[config.mk]
export PLATFORM = sky130hd
export DESIGN_NAME = pulse_scheduler
export DESIGN_NICKNAME = d
export VERILOG_FILES = /design/src/rtl/pulse_scheduler.sv
export SDC_FILE = /design/constraint.sdc
export NUM_CORES = 1
export LEC_CHECK = 0
export CAP_MARGIN = 0
export CELL_PAD_IN_SITES_DETAIL_PLACEMENT = 1
export CELL_PAD_IN_SITES_GLOBAL_PLACEMENT = 2
export CORE_ASPECT_RATIO = 0.75
export CORE_MARGIN = 2
export CORE_UTILIZATION = 38
export DETAILED_ROUTE_END_ITERATION = 8
export GPL_ROUTABILITY_DRIVEN = 0
export PLACE_DENSITY = 0.9
export SYNTH_ARGS = -nofsm -noshare
export SYNTH_HDL_FRONTEND = slang
export SYNTH_SLANG_ARGS = --single-unit
[constraint.sdc]
create_clock -name clk -period 2.6 [get_ports clk]
set_clock_uncertainty 0.1 [all_clocks]
set_input_delay 0.52 -clock clk [delete_from_list [all_inputs] [get_ports clk]]
set_output_delay 0.52 -clock clk [all_outputs]
set_load 0.005 [all_outputs]
[src/rtl/pulse_scheduler.sv]
// Frame counter with start/stop FSM and N_CMP periodic compare channels, configured while idle.
// Optional one-shot frame mode is enabled by defining PULSE_SCHED_ONESHOT_EN (adds i_oneshot, o_done).
//
// state | meaning
// IDLE  | counters held at 0, config writes accepted
// RUN   | frame and channel counters advance on clk_enable
module pulse_scheduler #(
   parameter int N_BITS = 5,
   parameter int N_CMP  = 3
) (
   input  logic              clk,
   input  logic              reset,
   input  logic              clk_enable,
   input  logic              i_start,
   input  logic              i_stop,
   input  logic              i_cfg_we,
   input  logic [2:0]        i_cfg_sel,
   input  logic [N_BITS-1:0] i_cfg_data,
`ifdef PULSE_SCHED_ONESHOT_EN
   input  logic              i_oneshot,
   output logic              o_done,
`endif
   output logic              o_cfg_ack,
   output logic              o_busy,
   output logic [N_BITS-1:0] o_count,
   output logic [N_CMP-1:0]  o_match,
   output logic              o_control,
   output logic              o_wrap
);

   typedef enum logic {IDLE, RUN} state_t;

   state_t             state;
   logic [N_BITS-1:0]  p_reg;
   logic [N_BITS-1:0]  m_reg  [N_CMP];
   logic [N_BITS-1:0]  ch_cnt [N_CMP];
   logic [N_BITS-1:0]  count_inc;
   logic               wrap_hit;
   logic [N_CMP-1:0]   ch_hit;
   logic               cfg_valid;
`ifdef PULSE_SCHED_ONESHOT_EN
   logic               oneshot_q;
`endif

   // P=0 means a full 2^N_BITS frame: count_inc rolls over to 0 and matches p_reg.
   always_comb begin
      count_inc = o_count + N_BITS'(1);
      wrap_hit  = (count_inc == p_reg);
      cfg_valid = (i_cfg_sel == 3'd7) || (int'(i_cfg_sel) < N_CMP);
      ch_hit    = '0;
      for (int k = 0; k < N_CMP; k++) begin
         ch_hit[k] = (m_reg[k] != '0) && ((ch_cnt[k] + N_BITS'(1)) == m_reg[k]);
      end
   end

   assign o_busy = (state == RUN);

   always_ff @(posedge clk) begin
      if (reset) begin
         state     <= IDLE;
         p_reg     <= '0;
         o_count   <= '0;
         o_cfg_ack <= 1'b0;
         o_match   <= '0;
         o_control <= 1'b0;
         o_wrap    <= 1'b0;
         for (int k = 0; k < N_CMP; k++) begin
            m_reg[k]  <= '0;
            ch_cnt[k] <= '0;
         end
`ifdef PULSE_SCHED_ONESHOT_EN
         oneshot_q <= 1'b0;
         o_done    <= 1'b0;
`endif
      end else begin
         o_cfg_ack <= 1'b0;
         o_match   <= '0;
         o_control <= 1'b0;
         o_wrap    <= 1'b0;
`ifdef PULSE_SCHED_ONESHOT_EN
         o_done    <= 1'b0;
`endif
         if (state == IDLE && i_cfg_we && cfg_valid) begin
            o_cfg_ack <= 1'b1;
            if (i_cfg_sel == 3'd7) p_reg <= i_cfg_data;
            for (int k = 0; k < N_CMP; k++) begin
               if (i_cfg_sel == 3'(k)) m_reg[k] <= i_cfg_data;
            end
         end
         case (state)
            IDLE: begin
               if (i_start && !i_stop) begin
                  state <= RUN;
`ifdef PULSE_SCHED_ONESHOT_EN
                  oneshot_q <= i_oneshot;
`endif
               end
            end
            RUN: begin
               if (i_stop) begin
                  state   <= IDLE;
                  o_count <= '0;
                  for (int k = 0; k < N_CMP; k++) ch_cnt[k] <= '0;
               end else if (clk_enable) begin
                  o_count   <= wrap_hit ? '0 : count_inc;
                  o_match   <= ch_hit;
                  o_control <= |ch_hit;
                  o_wrap    <= wrap_hit;
                  // Channels restart at every frame boundary to stay phase-aligned.
                  for (int k = 0; k < N_CMP; k++) begin
                     ch_cnt[k] <= (ch_hit[k] || wrap_hit) ? '0 : ch_cnt[k] + N_BITS'(1);
                  end
`ifdef PULSE_SCHED_ONESHOT_EN
                  if (oneshot_q && wrap_hit) begin
                     state  <= IDLE;
                     o_done <= 1'b1;
                  end
`endif
               end
            end
            default: state <= IDLE;
         endcase
      end
   end

endmodule

# After elaboration in Yosys (flattened, before gate mapping)
# Memory sizes are Yosys's and may differ from the RTL's.
# Cells that the tools add are included.
totals:
  ff_bits: 17
  output_inout_bits: 12
  memories: 2
  elab_cells: 94
  inputBits: 14
  ramBits: 30
mem_list:
  columns: ["memory", "words", "width", "read_ports", "rd_ports_with_merged_regs", "wr", "line", "source"]
  rows:
  - ["ch_cnt", 3, 5, 3, 0, 3, "36", "logic [N_BITS-1:0] ch_cnt [N_CMP];"]
  - ["m_reg", 3, 5, 3, 0, 3, "35", "logic [N_BITS-1:0] m_reg [N_CMP];"]
op_classes:
  reduce_logical: 20
  muxes: 42
  n_addsub: 4
  bitwise_logic: 11
  n_eq_ne: 7
  n_lt_le_gt_ge: 1
ops:
  columns: ["operator", "n"]
  rows:
  - ["$mux 5", 15]
  - ["$mux 1", 26]
  - ["$add 5x1->5 const B", 4]
  - ["$eq 5x5->1", 4]
  - ["$reduce_bool 5->1", 3]
  - ["$or 1x1->1", 9]
  - ["$logic_and 1x1->1", 6]
  - ["$logic_or 1x1->1", 4]
  - ["$reduce_and 2->1", 2]
  - ["$reduce_or 4->1", 1]
  - ["$eq 3x1->1 const B", 1]
  - ["$eq 3x2->1 const B", 1]
  - ["$eq 3x3->1 const B", 1]
  - ["$logic_not 3->1", 1]
  - ["$lt 3x2->1 const B", 1]
  - ["$reduce_or 3->1", 1]
  - ["$not 1->1", 2]
  - ["$pmux 1 s2", 1]
  - ["$reduce_bool 2->1", 1]
  - ["$logic_not 1->1", 1]

# Logic depth before layout (Yosys ltp)
logic_depth:
  depth_word: 7
  mapped_depth: 7
  ltp_nobuf: 6

# Least setup slack after synthesis
# OpenSTA, ideal clock, no wires.
synth_timing:
  kind: "flip-flop to flip-flop"
  startpoint: "memory ch_cnt[0][0]"
  endpoint: "memory ch_cnt[0][1], data pin"
  path_buffers: 0
  path_stages_with_launch: 7
  setup_ns: 0.265
  slack_ns: 0.494
  arrival_ns: 1.741
  path_cell_list: "edfxtp_1 > ha_1 > xnor2_2 > xnor2_1 > or3_1 > nor3_4 > nor3b_2"
synth_lines:
  columns: ["element", "line"]
  rows:
  - ["from (decl)", "36"]

==> results_dict.tcl <==
set metrics [dict create \
    worstSetupStartpointType "flip-flop" \
    cts-root-buf "clkbuf_8" \
    antenna_found_initial 0 \
    initial_core_util 0.395 \
    die_area_um2 6700 \
    p_per_area_nw_per_um2 546 \
    dp.cells 295 \
    ctsResizeCount 0 \
    slew_headroom 0.548 \
    clock_path_buffers 2 \
    worst_slew_pin_slew_ps 677 \
    wirelength_um 5040 \
    hpwl_um 3880 \
    grt_pass1_vias 1636 \
    fin_cells 303 \
    cts_tree "built" \
    dr.pass1.iters 6 \
    startpoint "ch_cnt[0][5]$_SDFFCE_PP0P_" \
    p_leak_nw 1.04 \
    layout-drive-gt1-share 0.151 \
    cp_slowest_stage_delay_ps 570 \
    cp-end-kind "flip-flop" \
    die_w_um 93.9 \
    finalSetupTns_ps 0 \
    synthDistinctLibCells 41 \
    boundaryPins 26 \
    setup_viol 0 \
    port_buffers 25 \
    path_clk_slew_ps 90 \
    num_antenna_cells 0 \
    htreeDepth 2 \
    cts_setup_buffers 0 \
    synthesis.area_um2 2300 \
    hp-start "o_count[4]$_SDFFE_PP0P_" \
    ys_ff_latch 47 \
    core_um2 5830 \
    overflow 0 \
    critPathArrivalTime_ps 2280 \
    status "finished clean" \
    path_common_cell "xnor2_1" \
    vdd_drop_max_v 0.000276 \
    cts.sink_count 47 \
    ys_warn_count 0 \
    clk_latency_ps 310 \
    path_max_fanout 5 \
    drv_cap 0 \
    whs_endpoint "o_count[4]$_SDFFE_PP0P_" \
    regToRegSetupSlack_ps 280 \
    total_power_mw 1.53 \
    setup.worst_path.class "flip-flop to flip-flop" \
    rows 24 \
    viasPerCell 4.98 \
    fin_nets 242 \
    synth_cells 187 \
    grt_pass1_wl_um 8180 \
    fmax_mhz 431 \
    drtAntennaViolNets 0 \
    avgSynthCellArea_um2 12.3 \
    rr_startpoint "ch_cnt[0][5]$_SDFFCE_PP0P_" \
    min_period_ps 2320 \
    drc 0 \
    hold_path.class "flip-flop to flip-flop" \
    grt_max_degree 18 \
    hold_viol 0 \
    slew_viol_final 0 \
    cpMaxStageDelayCell "or4_4" \
    cts_buffers 5 \
    worstPathRequired_ps 2560 \
    postCtsHoldBufs 0 \
    area_delta_synth_final_pct 21.8 \
    finalCritPeriodShare 0.892 \
    syn-num-nets 205 \
    vias 1508 \
    path_cells "ha_1 -> xnor2_1 -> xnor2_1 -> or4_4 -> nor2_4 -> nor3_1" \
    rsz0062_at_grt "no" \
    die_h_um 71.4 \
    drt-wirelength-per-cell_um 16.6 \
    track_usage 0.163 \
    worst_r2r_endpoint "ch_cnt[0][8]$_SDFFCE_PP0P_" \
    drt_iter0_drc 55 \
    ys_seq_area_frac 0.539 \
    whs_path_depth 2 \
    r2r_cells 6 \
]
-- layout make-up --
type | instances | area (um2)
inverters | 8 | 30.0
clock inverters | 1 | 5.00
flip-flops and latches | 47 | 1240
multi-input cells | 128 | 1000
repair buffers | 34 | 318
fillers | 639 | 3020
clock buffers | 7 | 108
well taps | 78 | 97.6
-- cell families after synthesis --
| kind of cell | count (synthesis) | synth area share |
|---|---|---|
| adder cells (fa/ha/maj) | 4 | 0.0217 |
| AO/OA/AOI/OAI | 18 | 0.0614 |
| flip-flops | 47 | 0.539 |
| buffers and inverters | 12 | 0.0245 |
| XOR/XNOR | 31 | 0.121 |
| multiplexers | 8 | 0.0348 |
| AND/OR/NAND/NOR | 67 | 0.197 |
-- critical path, delay by kind of cell, from the launching register on --
kind / cells / cell delay [ps]
xor+xnor: 2 / 390
fa+ha+maj: 1 / 270
flops: 1 / 480
simple gates: 3 / 830
-- worst max path at each step --
stage	cells past startpoint	end	slack, ps
after global placement	6	ch_cnt[0][11]$_SDFFCE_PP0P_	340
after detailed placement	5	ch_cnt[0][4]$_SDFFCE_PP0P_	230
after CTS	6	ch_cnt[0][8]$_SDFFCE_PP0P_	280
after floorplan	6	ch_cnt[0][1]$_SDFFCE_PP0P_	490
after global routing	6	ch_cnt[0][13]$_SDFFCE_PP0P_	150
final	6	ch_cnt[0][8]$_SDFFCE_PP0P_	280
-- synthesized netlist by cell type --
| cell type | number | area share |
|---|---|---|
| o21ai_1 | 1 | 0.0022 |
| dfxtp_1 | 17 | 0.15 |
| nor2_4 | 1 | 0.0049 |
| nor3_4 | 2 | 0.014 |
| nor3b_2 | 3 | 0.016 |
| nor4_1 | 5 | 0.014 |
| o22ai_1 | 1 | 0.0027 |
| o21ai_0 | 1 | 0.0022 |
| xor2_1 | 14 | 0.053 |
| or4_4 | 1 | 0.0049 |
| o31a_1 | 1 | 0.0038 |
| a31oi_1 | 5 | 0.014 |
| nor3b_1 | 1 | 0.0033 |
| o41ai_1 | 3 | 0.011 |
| nand4b_2 | 1 | 0.0065 |
| nand2_1 | 2 | 0.0033 |
| nand3b_1 | 2 | 0.0065 |
| and3_1 | 3 | 0.0082 |
| a2111oi_0 | 1 | 0.0038 |
| buf_6 | 1 | 0.0049 |
| buf_4 | 1 | 0.0033 |
| xnor2_1 | 16 | 0.061 |
| nor3_1 | 8 | 0.017 |
| clkbuf_1 | 2 | 0.0033 |
| inv_1 | 8 | 0.013 |
| nand2b_1 | 2 | 0.0054 |
| o21a_1 | 2 | 0.0065 |
| ha_1 | 4 | 0.022 |
| or3_1 | 3 | 0.0082 |
| nand3_1 | 7 | 0.015 |
| and2_1 | 6 | 0.016 |
| a32o_1 | 1 | 0.0043 |
| mux2i_1 | 8 | 0.035 |
| and3b_2 | 1 | 0.0043 |
| nand2_4 | 1 | 0.0049 |
| nor3_2 | 4 | 0.017 |
| a211oi_2 | 2 | 0.011 |
| and4bb_1 | 1 | 0.0054 |
| edfxtp_1 | 30 | 0.39 |
| xnor2_2 | 1 | 0.0071 |
| nor2_1 | 13 | 0.021 |
-- stage by stage --
| step | util | hold slack (ps) | cell area (um2) | setup slack (ps) |
|---|---|---|---|---|
| detailed placement | 0.462 | 428 | 2690 | 233 |
| finish | 0.481 | 446 | 2800 | 281 |
| global route | 0.481 | 469 | 2800 | 151 |
| global placement | 0.462 | 406 | 2690 | 343 |
| CTS | 0.481 | 449 | 2800 | 277 |
| floorplan | - | 384 | 2300 | 494 |
-- cells in the final DEF (no fill, tap or decap), drive strengths merged --
cell            n
edfxtp         30
clkdlybuf4s50  25
dfxtp          17
xnor2          17
xor2           14
nor2           14
nor3           14
buf             9
inv             8
mux2i           8
nand3           7
clkbuf          7
and2            6
a31oi           5
nor4            5
ha              4
nor3b           4
and3            3
o41ai           3
or3             3
nand2           3
nand2b          2
o21a            2
a211oi          2
nand3b          2
o21ai           2
and4bb          1
and3b           1
a2111oi         1
nand4b          1
o22ai           1
or4             1
o31a            1
a32o            1
clkinv          1
-- metal layers --
metal | up-vias | GRT usage | wire, um
met5 | - | 0 | 0
met4 | 0 | 0.0531 | 62
met3 | 7 | 0.0358 | 150
met2 | 23 | 0.256 | 2330
met1 | 718 | 0.226 | 2490
li1 | 760 | - | -
-- power by group --
part,switching [mW],internal (mW)
clock network,0.251,0.273
logic,0.0843,0.0768
registers,0.0247,0.822
total,0.360,1.17
Power figures use the tool's default switching activity.
